===== config.mk =====
export PLATFORM = sky130hd
export DESIGN_NAME = nubus_mem_arbiter
export DESIGN_NICKNAME = d
export VERILOG_FILES = /design/src/rtl/nubus_mem_arbiter.sv
export SDC_FILE = /design/constraint.sdc
export NUM_CORES = 1
export LEC_CHECK = 0
export ABC_AREA = 1
export CAP_MARGIN = 20
export CORE_MARGIN = 5
export CORE_UTILIZATION = 43
export DETAILED_ROUTE_END_ITERATION = 6
export HOLD_SLACK_MARGIN = 0.15
export PLACE_DENSITY = 0.94
export SYNTH_ARGS = -nofsm -noshare
export SYNTH_HDL_FRONTEND = slang
export SYNTH_SLANG_ARGS = --single-unit

===== constraint.sdc =====
create_clock -name nub_clk -period 11.7 [get_ports nub_clk]
set_input_delay 2.34 -clock nub_clk [delete_from_list [all_inputs] [get_ports nub_clk]]
set_output_delay 2.34 -clock nub_clk [all_outputs]
set_load 0.02 [all_outputs]

===== src/rtl/nubus_mem_arbiter.sv =====
// rtl/nubus_mem_arbiter.sv - two-port (NuBus slave / local CPU) arbiter for the card's local memory port
// Optional access timeout enabled by defining NUBUS_MEM_ARB_TIMEOUT_EN.
module nubus_mem_arbiter #(
    parameter int FAIR    = 1,
    parameter int TIMEOUT = 255,
    parameter int TW      = 16
) (
    input  logic        nub_clk,
    input  logic        nub_reset,
    input  logic        s_valid,
    input  logic [31:0] s_addr,
    input  logic [31:0] s_wdata,
    input  logic [3:0]  s_wstrb,
    output logic        s_ready,
    output logic [31:0] s_rdata,
    output logic        s_err,
    input  logic        c_valid,
    input  logic [31:0] c_addr,
    input  logic [31:0] c_wdata,
    input  logic [3:0]  c_wstrb,
    input  logic        c_lock,
    output logic        c_ready,
    output logic [31:0] c_rdata,
    output logic        c_err,
    output logic        mem_valid,
    output logic [31:0] mem_addr,
    output logic [31:0] mem_wdata,
    output logic [3:0]  mem_wstrb,
    input  logic        mem_ready,
    input  logic [31:0] mem_rdata,
    output logic [1:0]  grant_o
);

    typedef enum logic [2:0] {IDLE, S_ACC, C_ACC, C_LOCK, DONE} state_t;

    state_t state, state_nx;
    logic   prefer_cpu, prefer_cpu_nx;
    logic   owner_cpu;
    logic   grant_s, grant_c;
    logic   finish, expire;
    logic   expire_hit;
    logic   is_read;
    logic [1:0] grant_nx;

    if (TIMEOUT < 1 || TIMEOUT > 65535 || (64'(TIMEOUT) >> TW) != 0) begin : g_bad_cfg
        $error("nubus_mem_arbiter: TIMEOUT out of range or wider than TW");
    end

    assign is_read = (mem_wstrb == 4'b0000);

    always_comb begin
        state_nx      = state;
        prefer_cpu_nx = prefer_cpu;
        grant_s       = 1'b0;
        grant_c       = 1'b0;
        finish        = 1'b0;
        expire        = 1'b0;
        case (state)
            IDLE: begin
                if (s_valid && (!c_valid || FAIR == 0 || !prefer_cpu))
                    grant_s = 1'b1;
                else if (c_valid)
                    grant_c = 1'b1;
            end
            S_ACC, C_ACC: begin
                // mem_ready on the expiry edge wins over the timeout
                if (mem_ready) begin
                    finish = 1'b1;
                end else if (expire_hit) begin
                    finish = 1'b1;
                    expire = 1'b1;
                end
            end
            C_LOCK: begin
                if (c_valid) begin
                    grant_c = 1'b1;
                end else if (!c_lock) begin
                    state_nx      = IDLE;
                    prefer_cpu_nx = 1'b0;
                end
            end
            DONE: state_nx = (owner_cpu && c_lock) ? C_LOCK : IDLE;
            default: state_nx = IDLE;
        endcase
        if (grant_s) begin
            state_nx      = S_ACC;
            prefer_cpu_nx = 1'b1;
        end
        if (grant_c) begin
            state_nx      = C_ACC;
            prefer_cpu_nx = 1'b0;
        end
        if (finish)
            state_nx = DONE;
    end

    always_comb begin
        grant_nx = 2'b00;
        case (state_nx)
            S_ACC:         grant_nx = 2'b01;
            C_ACC, C_LOCK: grant_nx = 2'b10;
            default:       grant_nx = 2'b00;
        endcase
    end

    always_ff @(posedge nub_clk or posedge nub_reset) begin
        if (nub_reset) begin
            state      <= IDLE;
            prefer_cpu <= 1'b0;
            owner_cpu  <= 1'b0;
            grant_o    <= 2'b00;
            mem_valid  <= 1'b0;
            mem_addr   <= 32'h0;
            mem_wdata  <= 32'h0;
            mem_wstrb  <= 4'h0;
            s_ready    <= 1'b0;
            s_rdata    <= 32'h0;
            s_err      <= 1'b0;
            c_ready    <= 1'b0;
            c_rdata    <= 32'h0;
            c_err      <= 1'b0;
        end else begin
            state      <= state_nx;
            prefer_cpu <= prefer_cpu_nx;
            grant_o    <= grant_nx;
            s_ready    <= 1'b0;
            s_err      <= 1'b0;
            c_ready    <= 1'b0;
            c_err      <= 1'b0;
            if (grant_s) begin
                owner_cpu <= 1'b0;
                mem_valid <= 1'b1;
                mem_addr  <= s_addr;
                mem_wdata <= s_wdata;
                mem_wstrb <= s_wstrb;
            end
            if (grant_c) begin
                owner_cpu <= 1'b1;
                mem_valid <= 1'b1;
                mem_addr  <= c_addr;
                mem_wdata <= c_wdata;
                mem_wstrb <= c_wstrb;
            end
            if (finish) begin
                mem_valid <= 1'b0;
                if (owner_cpu) begin
                    c_ready <= 1'b1;
                    c_err   <= expire;
                    if (expire)
                        c_rdata <= 32'hFFFF_FFFF;
                    else if (is_read)
                        c_rdata <= mem_rdata;
                end else begin
                    s_ready <= 1'b1;
                    s_err   <= expire;
                    if (expire)
                        s_rdata <= 32'hFFFF_FFFF;
                    else if (is_read)
                        s_rdata <= mem_rdata;
                end
            end
        end
    end

`ifdef NUBUS_MEM_ARB_TIMEOUT_EN
    logic [TW-1:0] tmo_cnt;

    assign expire_hit = (tmo_cnt == TW'(TIMEOUT - 1));

    always_ff @(posedge nub_clk or posedge nub_reset) begin
        if (nub_reset)
            tmo_cnt <= '0;
        else if (grant_s || grant_c)
            tmo_cnt <= '0;
        else if (state == S_ACC || state == C_ACC)
            tmo_cnt <= tmo_cnt + 1'b1;
    end
`else
    assign expire_hit = 1'b0;
`endif

endmodule


== After elaboration in Yosys (flattened, before gate mapping) ==
Cells that the tools add are included.
Word-level totals
  register bits: 142
  input port bits: 174
  word-level logic and storage cells: 73
  output and inout bits: 139
Cells by class
  equality and inequality tests: 9
  reductions and logical operators: 16
  bitwise gates (word level): 1
  muxes and demuxes: 35
Operator list (count)
  2-to-1 mux 32 bit: 4
  2-to-1 mux 1 bit: 20
  2-to-1 mux 3 bit: 5
  == test 3 x 2 -> 1 bit, second input constant: 4
  one-hot mux 3 bit (3 select lines): 1
  AND reduction 3 bit: 3
  2-to-1 mux 4 bit: 2
  == test 3 x 1 -> 1 bit, second input constant: 2
  != test 3 x 1 -> 1 bit, second input constant: 2
  nonzero test 3 bit: 2
  logical NOT 4 bit: 1
  one-hot mux 2 bit (2 select lines): 1
  OR reduction 2 bit: 2
  == test 3 bit, second input constant: 1
  logical NOT 3 bit: 1
  OR reduction 3 bit: 1
  logical AND 1 bit: 2
  logical NOT 1 bit: 2
  2-to-1 mux 2 bit: 1
  one-hot mux 1 bit (2 select lines): 1
  nonzero test 2 bit: 1
  logical OR 1 bit: 1
  inverter 1 bit: 1

== Longest topological paths before layout ==
  word-level depth: 11
  gate-level depth with buffers: 10

== Worst setup path before layout ==
No wires, ideal clock.
  path type: input to register
  start: in c_valid
  end: reg mem_wdata[13]
  stages: 8
  slack: 8.510 ns
  arrival time: 3.069 ns
  setup time: 0.121 ns
  path through: nand2_1 nand4_2 inv_2 nor2_4 buf_6 buf_6 nand2_1 nand2_1
On the way
  word-level cells in the longest chain between the ends: 6
Ends and longest elaborated chain
  start, declared: line 17  | input logic c_valid,
  logical NOT 1 bit: line 60  | if (s_valid && (!c_valid || FAIR == 0 || !prefer_cpu))
  logical OR 1 bit: line 60
  logical AND 1 bit: line 60
  2-to-1 mux 1 bit: line 60
  one-hot mux 1 bit (2 select lines) or 2-to-1 mux 1 bit (tied branches): line 58  | case (state)
  2-to-1 mux 32 bit or nonzero test 2 bit (tied branches)
  end signal, assigned: line 134  | mem_wdata <= s_wdata;
  end signal, assigned: line 141  | mem_wdata <= c_wdata;
  end, declared: line 27  | output logic [31:0] mem_wdata,
Parallel ways exist; a longest one is shown, timed or not.
A chain may end at the register's enable or synchronous reset.

== Worst setup path after layout ==
  start: in s_valid
  end: reg mem_addr[9]
On the way
  word-level cells in the longest chain between the ends: 4
Ends and longest elaborated chain
  start, declared: line 10  | input logic s_valid,
  logical AND 1 bit (*): line 60
  2-to-1 mux 1 bit: line 60
  one-hot mux 1 bit (2 select lines) or 2-to-1 mux 1 bit (tied branches): line 58
  2-to-1 mux 32 bit or nonzero test 2 bit (tied branches)
  end signal, assigned: line 133  | mem_addr <= s_addr;
  end signal, assigned: line 140  | mem_addr <= c_addr;
  end, declared: line 26  | output logic [31:0] mem_addr,
Mark *: on every way between the ends. The rest lies on a longest branch, timed or not.

==> results by group <==
Outcome
  – Status: complete, no violations

Drt
  – Via/cell ratio: 4.83
  – Drt total wl: 20.5 mm
  – Routed WL per cell: 16.7 µm
  – Number of nets still failing antenna checks after routing: 0
  – Vias post-DR: 5921
  – DRC errors left: 0
  – Initial drt markers: 286
  – Drt first pass iters: 5

STA
  – Sum Neg Setup Slack: 0 ns
  – Max Clock Freq: 0.254 GHz
  – Final setup vio count: 0
  – Final Slew Violations: 0
  – Clock skew: 0.0131 ns
  – Min cycle time layout: 3.94 ns
  – WHS: 0.479 ns
  – Final hold vios: 0
  – Fin crit share: 33.7%
  – Actual slew at the worst max-slew pin: 0.907 ns
  – RSZ-0062 raised after global routing: false
  – Slew margin rel.: 39.4%

Global route
  – Initial antenna violation count: 1
  – Pin count of the biggest net entering global routing: 78
  – Grt ovf: 0
  – First-pass GRT wire length: 31.6 mm
  – Vias in the first global route: 6258
  – Gr usage total: 24.4%

Synth
  – Adder-Cell Fraction of Synth Area: 0%
  – Register area share after synthesis: 58.6%
  – Largest family of logic cells by synthesized area: simple AND/OR/NAND/NOR gates
  – Number of distinct library cells after synthesis: 22
  – Post-synthesis mux area share: 0%
  – Synth Area in Compound Gates: 11.4%
  – Post-Synth XOR/XNOR Area: 0%
  – Synth Warn #: 0
  – Post-Synthesis Cell Area: 0.00607 mm²
  – Syn avg cell area: 8.27 µm²
  – Flops & latches, synth: 142
  – Post-Syn Instances: 734
  – Synth Area in Simple Gates: 19.9%

Cells and area
  – Fillers: 958
  – Final Instance Area: 0.00987 mm²
  – Non-filler cells, final: 1227
  – Commonest non-fill, non-tap cells in the layout: 310 x clkdlybuf4s50_1, 214 x nand2_1, 142 x dfrtp_1, 112 x inv_1, 81 x nor2_1
  – Layout area overhead: 62.6%
  – Commonest non-fill, non-tap cell in the layout: clkdlybuf4s50_1
  – Ratio of cells with drive above 1 in the final layout: 4.21%
  – # nets final: 1207

Hold path
  – Hold WC Path Type: reg -> reg
  – Worst hold path depth: 2

Placement
  – Placed cell count: 1194
  – Post-DP HPWL: 14.9 mm
  – Gpl congestion: 0.859
  – Area post-placement: 0.00926 mm²
  – IO Port Bufs: 310

Setup path
  – Critical-path maximum fanout: 53
  – Worst EP arrival: 4.28 ns
  – Critical path required time: 12.04 ns
  – WS Path Type: in -> reg
  – R2R depth: 5
  – Crit path launch type: primary input
  – CP Capture Type: flop

Pwr
  – Power density cells: 263 mW/mm²
  – Total power draw: 2.60 mW
  – Leak: 4.93 nW
  – Peak supply drop: 124 µV

Floorplanning
  – # rows: 43
  – Core ar.: 0.0139 mm²
  – Initial Utilization: 43.7%
  – Chip width: 129 µm
  – Die area: 0.0166 mm²
  – I/O Pins: 313
  – Die height: 129 µm

CTS
  – Post-CTS Repair Setup Buffers: 0
  – Longest Clk Path Bufs: 2
  – CTS Buf Count: 17
  – CTS root buffer: clkbuf_16
  – Total clock sinks: 142
  – Clk pin slew, worst setup/hold paths: 0.06 ns
  – Hold-fix buffers, CTS: 0
  – PostCTS Resize Cnt: 0
  – CTS tree: yes
  – H-tree Lvls: 4
  – Clk_lat worst skew: 0.41 ns

Flow run
  – Max Cap Viol: 0
-- sequential cells by signal, indices dropped and copies added (netlist names) --
name        count
s_ready         1
mem_wdata      32
s_rdata        32
grant_o         2
mem_wstrb       4
c_ready         1
mem_addr       32
prefer_cpu      1
state           3
mem_valid       1
c_rdata        32
owner_cpu       1
-- synth_stat cells, drive strengths merged --
library cell	count	area (µm²)
a21oi	71	355
buf	32	173
clkbuf	3	11.3
conb	1	3.75
dfrtp	142	3550
inv	115	432
nand2	216	816
nand3	1	5.00
nand3b	1	7.51
nand4	4	61.3
nor2	82	315
o21ai	64	320
o21bai	1	7.51
o31ai	1	7.51
-- kinds of logic (layout without fill, tap and decap cells) --
| kind of cell | after synthesis | count (layout) |
|---|---|---|
| DFF | 142 | 142 |
| AOI/OAI and AO/OA | 137 | 137 |
| other | 1 | 3 |
| buffers and inverters | 150 | 461 |
| and+or+nand+nor | 304 | 304 |
-- power breakdown --
group	leakage, nW	internal, mW	switching [mW]
logic	2.83	0.527	0.692
clock network	0.294	0.342	0.210
registers	1.80	0.701	0.126
-- final timing paths --
path | end | start | slack, ns
min in group asynchronous | s_rdata[26] | nub_reset | 2.43
worst min register to register | mem_wdata[4] | mem_wdata[4] | 0.48
worst max-delay path | mem_addr[9] | s_valid | 7.76
worst min-delay path | mem_wdata[4] | mem_wdata[4] | 0.48
worst max register to register | c_rdata[25] | state[2] | 9.48
max in group asynchronous | c_rdata[13] | nub_reset | 7.94
-- stage by stage --
| step | util (%) | setup WS [ns] |
|---|---|---|
| after floorplan | - | 5.55 |
| after global placement | 66.7 | 7.48 |
| after detailed placement | 66.7 | 7.41 |
| after CTS | 71.1 | 7.80 |
| after global routing | 71.1 | 7.63 |
| final | 71.1 | 7.76 |
-- layout make-up --
type	instances	area (µm²)	share of cell area (%)
sequential	142	3550	36.0
timing repair buffer	314	3130	31.7
multi-input combinational	443	1910	19.4
clock buffer	19	443	4.49
inverter	115	437	4.42
tap	180	225	2.28
clock inverter	13	164	1.66
antenna	1	2.50	0.0254
-- critical path: stages --
cell and delay, ns:
clkdlybuf4s50_1 0.53, a21oi_1 0.09, nand2_1 0.08, nand2_2 0.07, nor2_4 0.34, buf_4 0.53
nand2_1 0.15, nand2_1 0.12
-- routing by layer --
layer	share of wire, %	GRT usage [%]
met1	36	26.9
met4	2.7	9.45
met2	51	42.5
met3	10	9.30
met5	0	0
No activity file was read; power rests on OpenSTA's default activity.
